--- src/rtl/alu_operand_b_stage_if.sv ---
// Decode-to-ALU operand B bundle: decode-side controls and data in, registered ID/EX slot out.
// The master modport drives the decode side; the slave modport is the stage itself.
interface alu_operand_b_stage_if #(
  parameter int unsigned WIDTH     = 32,
  parameter int unsigned IMM_WIDTH = 16
);
  logic                 in_valid;
  logic                 stall;
  logic                 flush;
  logic                 alu_src;
  logic [1:0]           imm_mode;
  logic [IMM_WIDTH-1:0] imm;
  logic [WIDTH-1:0]     read_data2;
  logic [1:0]           fwd_sel;
  logic [WIDTH-1:0]     fwd_exmem;
  logic [WIDTH-1:0]     fwd_memwb;
  logic                 out_valid;
  logic [WIDTH-1:0]     operand_b;
  logic [WIDTH-1:0]     store_data;

  modport master (
    output in_valid, stall, flush, alu_src, imm_mode, imm,
           read_data2, fwd_sel, fwd_exmem, fwd_memwb,
    input  out_valid, operand_b, store_data
  );

  modport slave (
    input  in_valid, stall, flush, alu_src, imm_mode, imm,
           read_data2, fwd_sel, fwd_exmem, fwd_memwb,
    output out_valid, operand_b, store_data
  );
endinterface

--- src/rtl/alu_operand_b_stage.sv ---
// ALU operand B select (regfile / forwarded / extended immediate) registered into the ID/EX slot,
// with store data, stall, flush and valid. Define OPB_FWD_EN to enable the EX/MEM and MEM/WB forwarding paths.
module alu_operand_b_stage #(
  parameter int unsigned WIDTH     = 32,
  parameter int unsigned IMM_WIDTH = 16
) (
  input  logic                 clk,
  input  logic                 reset,
  alu_operand_b_stage_if.slave bus
);
  localparam int unsigned PAD = (WIDTH > IMM_WIDTH) ? (WIDTH - IMM_WIDTH) : 1;

  logic [WIDTH-1:0] rs2_val;
  logic [WIDTH-1:0] imm_ext;
  logic             out_valid_q, out_valid_d;
  logic [WIDTH-1:0] operand_b_q, operand_b_d;
  logic [WIDTH-1:0] store_data_q, store_data_d;

`ifdef OPB_FWD_EN
  always_comb begin
    rs2_val = bus.read_data2;
    case (bus.fwd_sel)
      2'b01:   rs2_val = bus.fwd_exmem;
      2'b10:   rs2_val = bus.fwd_memwb;
      default: rs2_val = bus.read_data2;
    endcase
  end
`else
  logic unused_fwd;
  assign unused_fwd = ^{bus.fwd_sel, bus.fwd_exmem, bus.fwd_memwb};

  always_comb begin
    rs2_val = bus.read_data2;
  end
`endif

  // Full-width immediates have no padding to fill, so every mode is a pass-through.
  generate
    if (IMM_WIDTH >= WIDTH) begin : g_imm_full
      logic unused_mode;
      assign unused_mode = ^bus.imm_mode;

      always_comb begin
        imm_ext = bus.imm[WIDTH-1:0];
      end
    end else begin : g_imm_ext
      always_comb begin
        imm_ext = {{PAD{bus.imm[IMM_WIDTH-1]}}, bus.imm};
        case (bus.imm_mode)
          2'b01:   imm_ext = {{PAD{1'b0}}, bus.imm};
          2'b10:   imm_ext = {bus.imm, {PAD{1'b0}}};
          default: imm_ext = {{PAD{bus.imm[IMM_WIDTH-1]}}, bus.imm};
        endcase
      end
    end
  endgenerate

  // Flush takes priority over stall: a killed slot must not survive a hold.
  always_comb begin
    out_valid_d  = out_valid_q;
    operand_b_d  = operand_b_q;
    store_data_d = store_data_q;
    if (bus.flush) begin
      out_valid_d  = 1'b0;
      operand_b_d  = '0;
      store_data_d = '0;
    end else if (!bus.stall) begin
      out_valid_d  = bus.in_valid;
      operand_b_d  = bus.alu_src ? imm_ext : rs2_val;
      store_data_d = rs2_val;
    end
  end

  always_ff @(posedge clk) begin
    if (reset) begin
      out_valid_q  <= 1'b0;
      operand_b_q  <= '0;
      store_data_q <= '0;
    end else begin
      out_valid_q  <= out_valid_d;
      operand_b_q  <= operand_b_d;
      store_data_q <= store_data_d;
    end
  end

  assign bus.out_valid  = out_valid_q;
  assign bus.operand_b  = operand_b_q;
  assign bus.store_data = store_data_q;
endmodule

--- src/flat_wrapper.sv ---
// flat-port wrapper written by rule: the top's interface ports become plain ports
module alu_operand_b_stage_flat 
#(
  parameter int unsigned WIDTH     = 32,
  parameter int unsigned IMM_WIDTH = 16
)
  (clk, reset, bus_in_valid, bus_stall, bus_flush, bus_alu_src, bus_imm_mode, bus_imm, bus_read_data2, bus_fwd_sel, bus_fwd_exmem, bus_fwd_memwb, bus_out_valid, bus_operand_b, bus_store_data);
  alu_operand_b_stage_if #(.WIDTH(WIDTH), .IMM_WIDTH(IMM_WIDTH)) bus_i ();
  input  logic clk;
  input  logic reset;
  input wire logic [$bits(bus_i.in_valid)-1:0] bus_in_valid;
  input wire logic [$bits(bus_i.stall)-1:0] bus_stall;
  input wire logic [$bits(bus_i.flush)-1:0] bus_flush;
  input wire logic [$bits(bus_i.alu_src)-1:0] bus_alu_src;
  input wire logic [$bits(bus_i.imm_mode)-1:0] bus_imm_mode;
  input wire logic [$bits(bus_i.imm)-1:0] bus_imm;
  input wire logic [$bits(bus_i.read_data2)-1:0] bus_read_data2;
  input wire logic [$bits(bus_i.fwd_sel)-1:0] bus_fwd_sel;
  input wire logic [$bits(bus_i.fwd_exmem)-1:0] bus_fwd_exmem;
  input wire logic [$bits(bus_i.fwd_memwb)-1:0] bus_fwd_memwb;
  output wire logic [$bits(bus_i.out_valid)-1:0] bus_out_valid;
  output wire logic [$bits(bus_i.operand_b)-1:0] bus_operand_b;
  output wire logic [$bits(bus_i.store_data)-1:0] bus_store_data;
  assign bus_i.in_valid = bus_in_valid;
  assign bus_i.stall = bus_stall;
  assign bus_i.flush = bus_flush;
  assign bus_i.alu_src = bus_alu_src;
  assign bus_i.imm_mode = bus_imm_mode;
  assign bus_i.imm = bus_imm;
  assign bus_i.read_data2 = bus_read_data2;
  assign bus_i.fwd_sel = bus_fwd_sel;
  assign bus_i.fwd_exmem = bus_fwd_exmem;
  assign bus_i.fwd_memwb = bus_fwd_memwb;
  assign bus_out_valid = bus_i.out_valid;
  assign bus_operand_b = bus_i.operand_b;
  assign bus_store_data = bus_i.store_data;
  alu_operand_b_stage #(.WIDTH(WIDTH), .IMM_WIDTH(IMM_WIDTH)) u_core (.clk(clk), .reset(reset), .bus(bus_i));
endmodule
--- config.mk ---
export PLATFORM = sky130hd
export DESIGN_NAME = alu_operand_b_stage_flat
export DESIGN_NICKNAME = d
export VERILOG_FILES = /design/src/rtl/alu_operand_b_stage_if.sv /design/src/rtl/alu_operand_b_stage.sv /design/src/flat_wrapper.sv
export SDC_FILE = /design/constraint.sdc
export NUM_CORES = 1
export LEC_CHECK = 0
export CAP_MARGIN = 30
export CORE_UTILIZATION = 39
export CTS_BUF_LIST = sky130_fd_sc_hd__clkbuf_8
export DETAILED_ROUTE_END_ITERATION = 10
export HOLD_SLACK_MARGIN = 0.1
export PLACE_DENSITY_LB_ADDON = 0.2
export SYNTH_ARGS = -nofsm -noshare
export SYNTH_HDL_FRONTEND = slang
export SYNTH_SLANG_ARGS = --single-unit
--- constraint.sdc ---
create_clock -name clk -period 1.45 [get_ports clk]
set_input_delay 0.29 -clock clk [delete_from_list [all_inputs] [get_ports clk]]
set_output_delay 0.29 -clock clk [all_outputs]
set_load 0.1 [all_outputs]
[After elaboration in Yosys (flattened, before gate mapping)]
Cells that the tools add are included.
Widths: inputs -> output; s select.
Storage, ports and cells
  flip-flop bits (word level): 65
  output and inout bits: 65
  logic and storage cells: 8
Cells by class
  eq/ne operators: 2
  mux-type cells: 2
  reduce and logical (&&, ||, !) cells: 1
Operator list (number)
  $pmux 32 s2: 1
  $mux 32: 1
  $eq 2x1->1 const B: 1
  $eq 2x2->1 const B: 1
  $reduce_or 2->1: 1

[Longest topological paths before layout]
  word-level depth: 3
  mapped depth: 6

[Worst setup path after synthesis]
OpenSTA, ideal clock, no wires.
  path type: register to register
  start: register, netlist name u_core.bus.operand_b[10]
  end: register u_core.operand_b_q[10], in the netlist u_core.bus.operand_b[10]
  setup time: 0.088 ns
  data arrival time: 1.291 ns
  setup slack: 0.071 ns
  cell stages (with the launch flop): 3
  path buffers: 0
  cell sequence: dfxtp_1 nor2b_1 a311oi_2
RTL lines
  end signal: assignment: RTL line alu_operand_b_stage.sv:81  | operand_b_q <= operand_b_d;
  end: declaration: RTL line alu_operand_b_stage.sv:16  | logic [WIDTH-1:0] operand_b_q, operand_b_d;

[Worst setup path after layout]
  start: input bus_imm_mode[1]
  end: register u_core.operand_b_q[27], in the netlist u_core.bus.operand_b[27]
On the way
  cells in the longest elaborated chain, start to end: 3
  elaborated cells between the ends (all ways): 4
  those cells by class: eq/ne: 2; mux: 2
RTL lines
  start: declaration: RTL line flat_wrapper.sv:15  | input wire logic [$bits(bus_i.imm_mode)-1:0] bus_imm_mode;
  $eq 2x2->1 or $eq 2x1->1 (tied branches): RTL line alu_operand_b_stage.sv:49  | case (bus.imm_mode)
  $pmux 32 s2 (*): RTL line alu_operand_b_stage.sv:49
  $mux 32 (*): RTL line alu_operand_b_stage.sv:69  | operand_b_d = bus.alu_src ? imm_ext : rs2_val;
Every way passes the cells marked *; elsewhere a longest branch is shown, timed or not.
A chain may end at the register's enable or synchronous reset.

==> reports/qor.yml <==
viasPerCell: 5.203
gp_congestion: 0.7476
dieArea_um2: 8370
finalClockSkew_ns: 0
routed_wirelength_mm: 8.559
min_period_ns: 1.315
hold_buffers: 0
slew_headroom_pct: 78.33
hold_path.startpoint: "bus_alu_src"
clkLatencyLatePin_ns: 0.34
grt_first_pass_wirelength_mm: 14.12
leakage_nw: 2.048
hold_end: "u_core.bus.operand_b[31]"
layoutNonFillerInstCount: 522
fillerInstances: 598
power-per-cell-area_nw_per_um2: 894.2
status: "finished, final reports clean"
report.final.hold_viol_count: 0
dp_hpwl_mm: 6.161
area_growth_pct: 71.71
grt_usage_pct: 21.76
synth_cell_types: 19
maxCapViolCount: 0
clockBufferDepth: 2
syn_avg_cell_area_um2: 10.55
critPathRequiredTime_ns: 1.71
drive_gt1_share_pct: 30.24
netlist_instances: 296
drt-pass1-iter-count: 6
nets: 539
dpl_worst_slack_ns: -0.5177
remaining_drc_errors: 0
ys_seq_area_share_pct: 41.67
p_sw_mw: 1.608
die_w_um: 91.49
pwr-share-clk_pct: 29.0
ios: 187
slew_violations: 0
power_frac_comb_pct: 30.8
setup_ws_ns: 0.1351
grt_max_degree: 38
cts-root-buf: "clkbuf_8"
htreeDepth: 3
cts_buffers: 9
ys_warn_count: 0
p_sw_share_pct: 33.53
placementRows: 32
power_frac_seq_pct: 40.2
vias: 2716
ir_drop_v: 0.0007374
antenna_cells: 0
path_clk_slew_ns: 0.07
worst_pin_slew_ns: 0.3250
ys_ff_latch: 65
overflow: 0
synth.net_count: 420
clock_sinks: 65
setup_viol: 0
antenna_found_initial: 0
io_buffers: 120
min_path_type: "input port to register"
routedWlPerCell_um: 16.40
arrival_ns: 1.58
dp.cells: 505
path_class: "input port to register"
intPower_mw: 3.187
holdWs_ns: 0.4407
synthesis.area_um2: 3123
worstSetupStartpointType: "input port"
postRouteAntennaNets: 0
timing.final.crit_share_pct: 90.68
drt_iter0_drc: 78
endpoint_kind: "register"
rr_startpoint: "u_core.bus.operand_b[17]"
fin_util_pct: 69.40
reg2reg_depth: 2
r2r_slack_ns: 0.60
critPathMaxFanout: 10
die_h_um: 91.49
start_util_pct: 40.41
fmax_ghz: 0.7605
min_path_cells: 3
cts_tree: "yes"
r2r_end: "u_core.bus.operand_b[17]"
coreArea_um2: 7727
grt_pass1_vias: 2771
rsz0062_at_grt: "false"
-- cells in the final DEF (no fill, tap or decap), types with 5 or more instances in the layout --
cell and count:
a311oi_1 9, a311oi_2 23, buf_12 76, buf_4 5, clkbuf_8 11, clkdlybuf4s50_1 51, dfxtp_1 65, mux2i_1 33
nand2b_1 32, nand4b_1 15, nor2_1 33, nor2b_1 32, o211ai_1 17
-- per-stage QoR --
stage / TNS [ns] / cell area [µm²] / power, mW
detailed placement: -14.73 / 5136 / 3.416
global route: 0 / 5363 / 4.982
floorplan: 0 / 3123 / 2.808
finish: 0 / 5363 / 4.795
CTS: 0 / 5363 / 4.837
global placement: -13.38 / 5136 / 3.403
-- critical path, stage by stage --
cell and delay [ns]:
dlygate4sd2_1 0.27, ha_4 0.29, bufbuf_16 0.28, nand4b_1 0.18, a311oi_2 0.26
-- synth_stat cells, drive strengths merged --
cell type	count	share of area (%)
a311oi	32	13
a31oi	1	0.68
buf	18	5.6
clkbuf	12	1.5
dfxtp	65	42
ha	2	0.80
inv	3	0.44
mux2i	33	11
nand2b	32	6.4
nand4b	15	4.2
nor2	33	4.0
nor2b	32	6.4
o211ai	17	4.1
or2	1	0.20
-- kinds of logic after synthesis --
group | Yosys count | synth area share (%)
AO/OA/AOI/OAI | 50 | 18.15
adder cells (fa/ha/maj) | 2 | 0.8012
buffers and inverters | 33 | 7.612
flip-flops | 65 | 41.67
multiplexers | 33 | 10.58
AND/OR/NAND/NOR | 113 | 21.19
-- how the worst max path moves through the flow --
stage	start	end	slack [ns]	cells past startpoint
after floorplan	u_core.bus.operand_b[10]	u_core.bus.operand_b[10]	0.07	2
after global placement	bus_imm_mode[0]	u_core.bus.operand_b[4]	-0.45	6
after detailed placement	bus_imm_mode[0]	u_core.bus.operand_b[4]	-0.52	6
after CTS	bus_imm_mode[1]	u_core.bus.operand_b[27]	0.14	5
after global routing	bus_imm_mode[1]	u_core.bus.operand_b[27]	0.11	5
final	bus_imm_mode[1]	u_core.bus.operand_b[27]	0.14	5
-- power by group through the flow --
stage	logic [mW]	registers, mW	clock network, mW
2_1_floorplan	0.392	2.42	0
3_3_place_gp	1.44	1.97	0
3_5_place_dp	1.45	1.97	0
4_1_cts	1.49	1.93	1.42
5_1_grt	1.54	1.93	1.51
6_report	1.48	1.93	1.39
-- sequential cells by signal, summed over array words and instances (netlist names) --
signal,cells
u_core.bus.operand_b,32
u_core.bus.store_data,32
u_core.bus.out_valid,1
-- per-layer routing --
layer | share of wire, % | vias to the layer above | GRT usage, % | wire [µm]
met4 | 1.0 | 0 | 7.672 | 88
met3 | 7.0 | 10 | 6.114 | 601
met1 | 42 | 1291 | 25.80 | 3616
li1 | - | 1310 | - | -
met5 | 0 | - | 0 | 0
met2 | 50 | 105 | 37.34 | 4253
-- what timing repair did --
action	CTS	global route
setup endpoints to repair	32	0
setup buffers	0	0
resized for setup	7	0
-- cell type report --
type | count | area, µm² | share of cell area (%)
multi-input cells | 198 | 1605 | 29.93
flip-flops and latches | 65 | 1301 | 24.27
inverters | 3 | 13.76 | 0.2566
repair buffers | 138 | 2141 | 39.92
clock buffers | 11 | 151.4 | 2.823
clock inverters | 5 | 22.52 | 0.4200
well taps | 102 | 127.6 | 2.380
No activity file was read; power rests on OpenSTA's default activity.
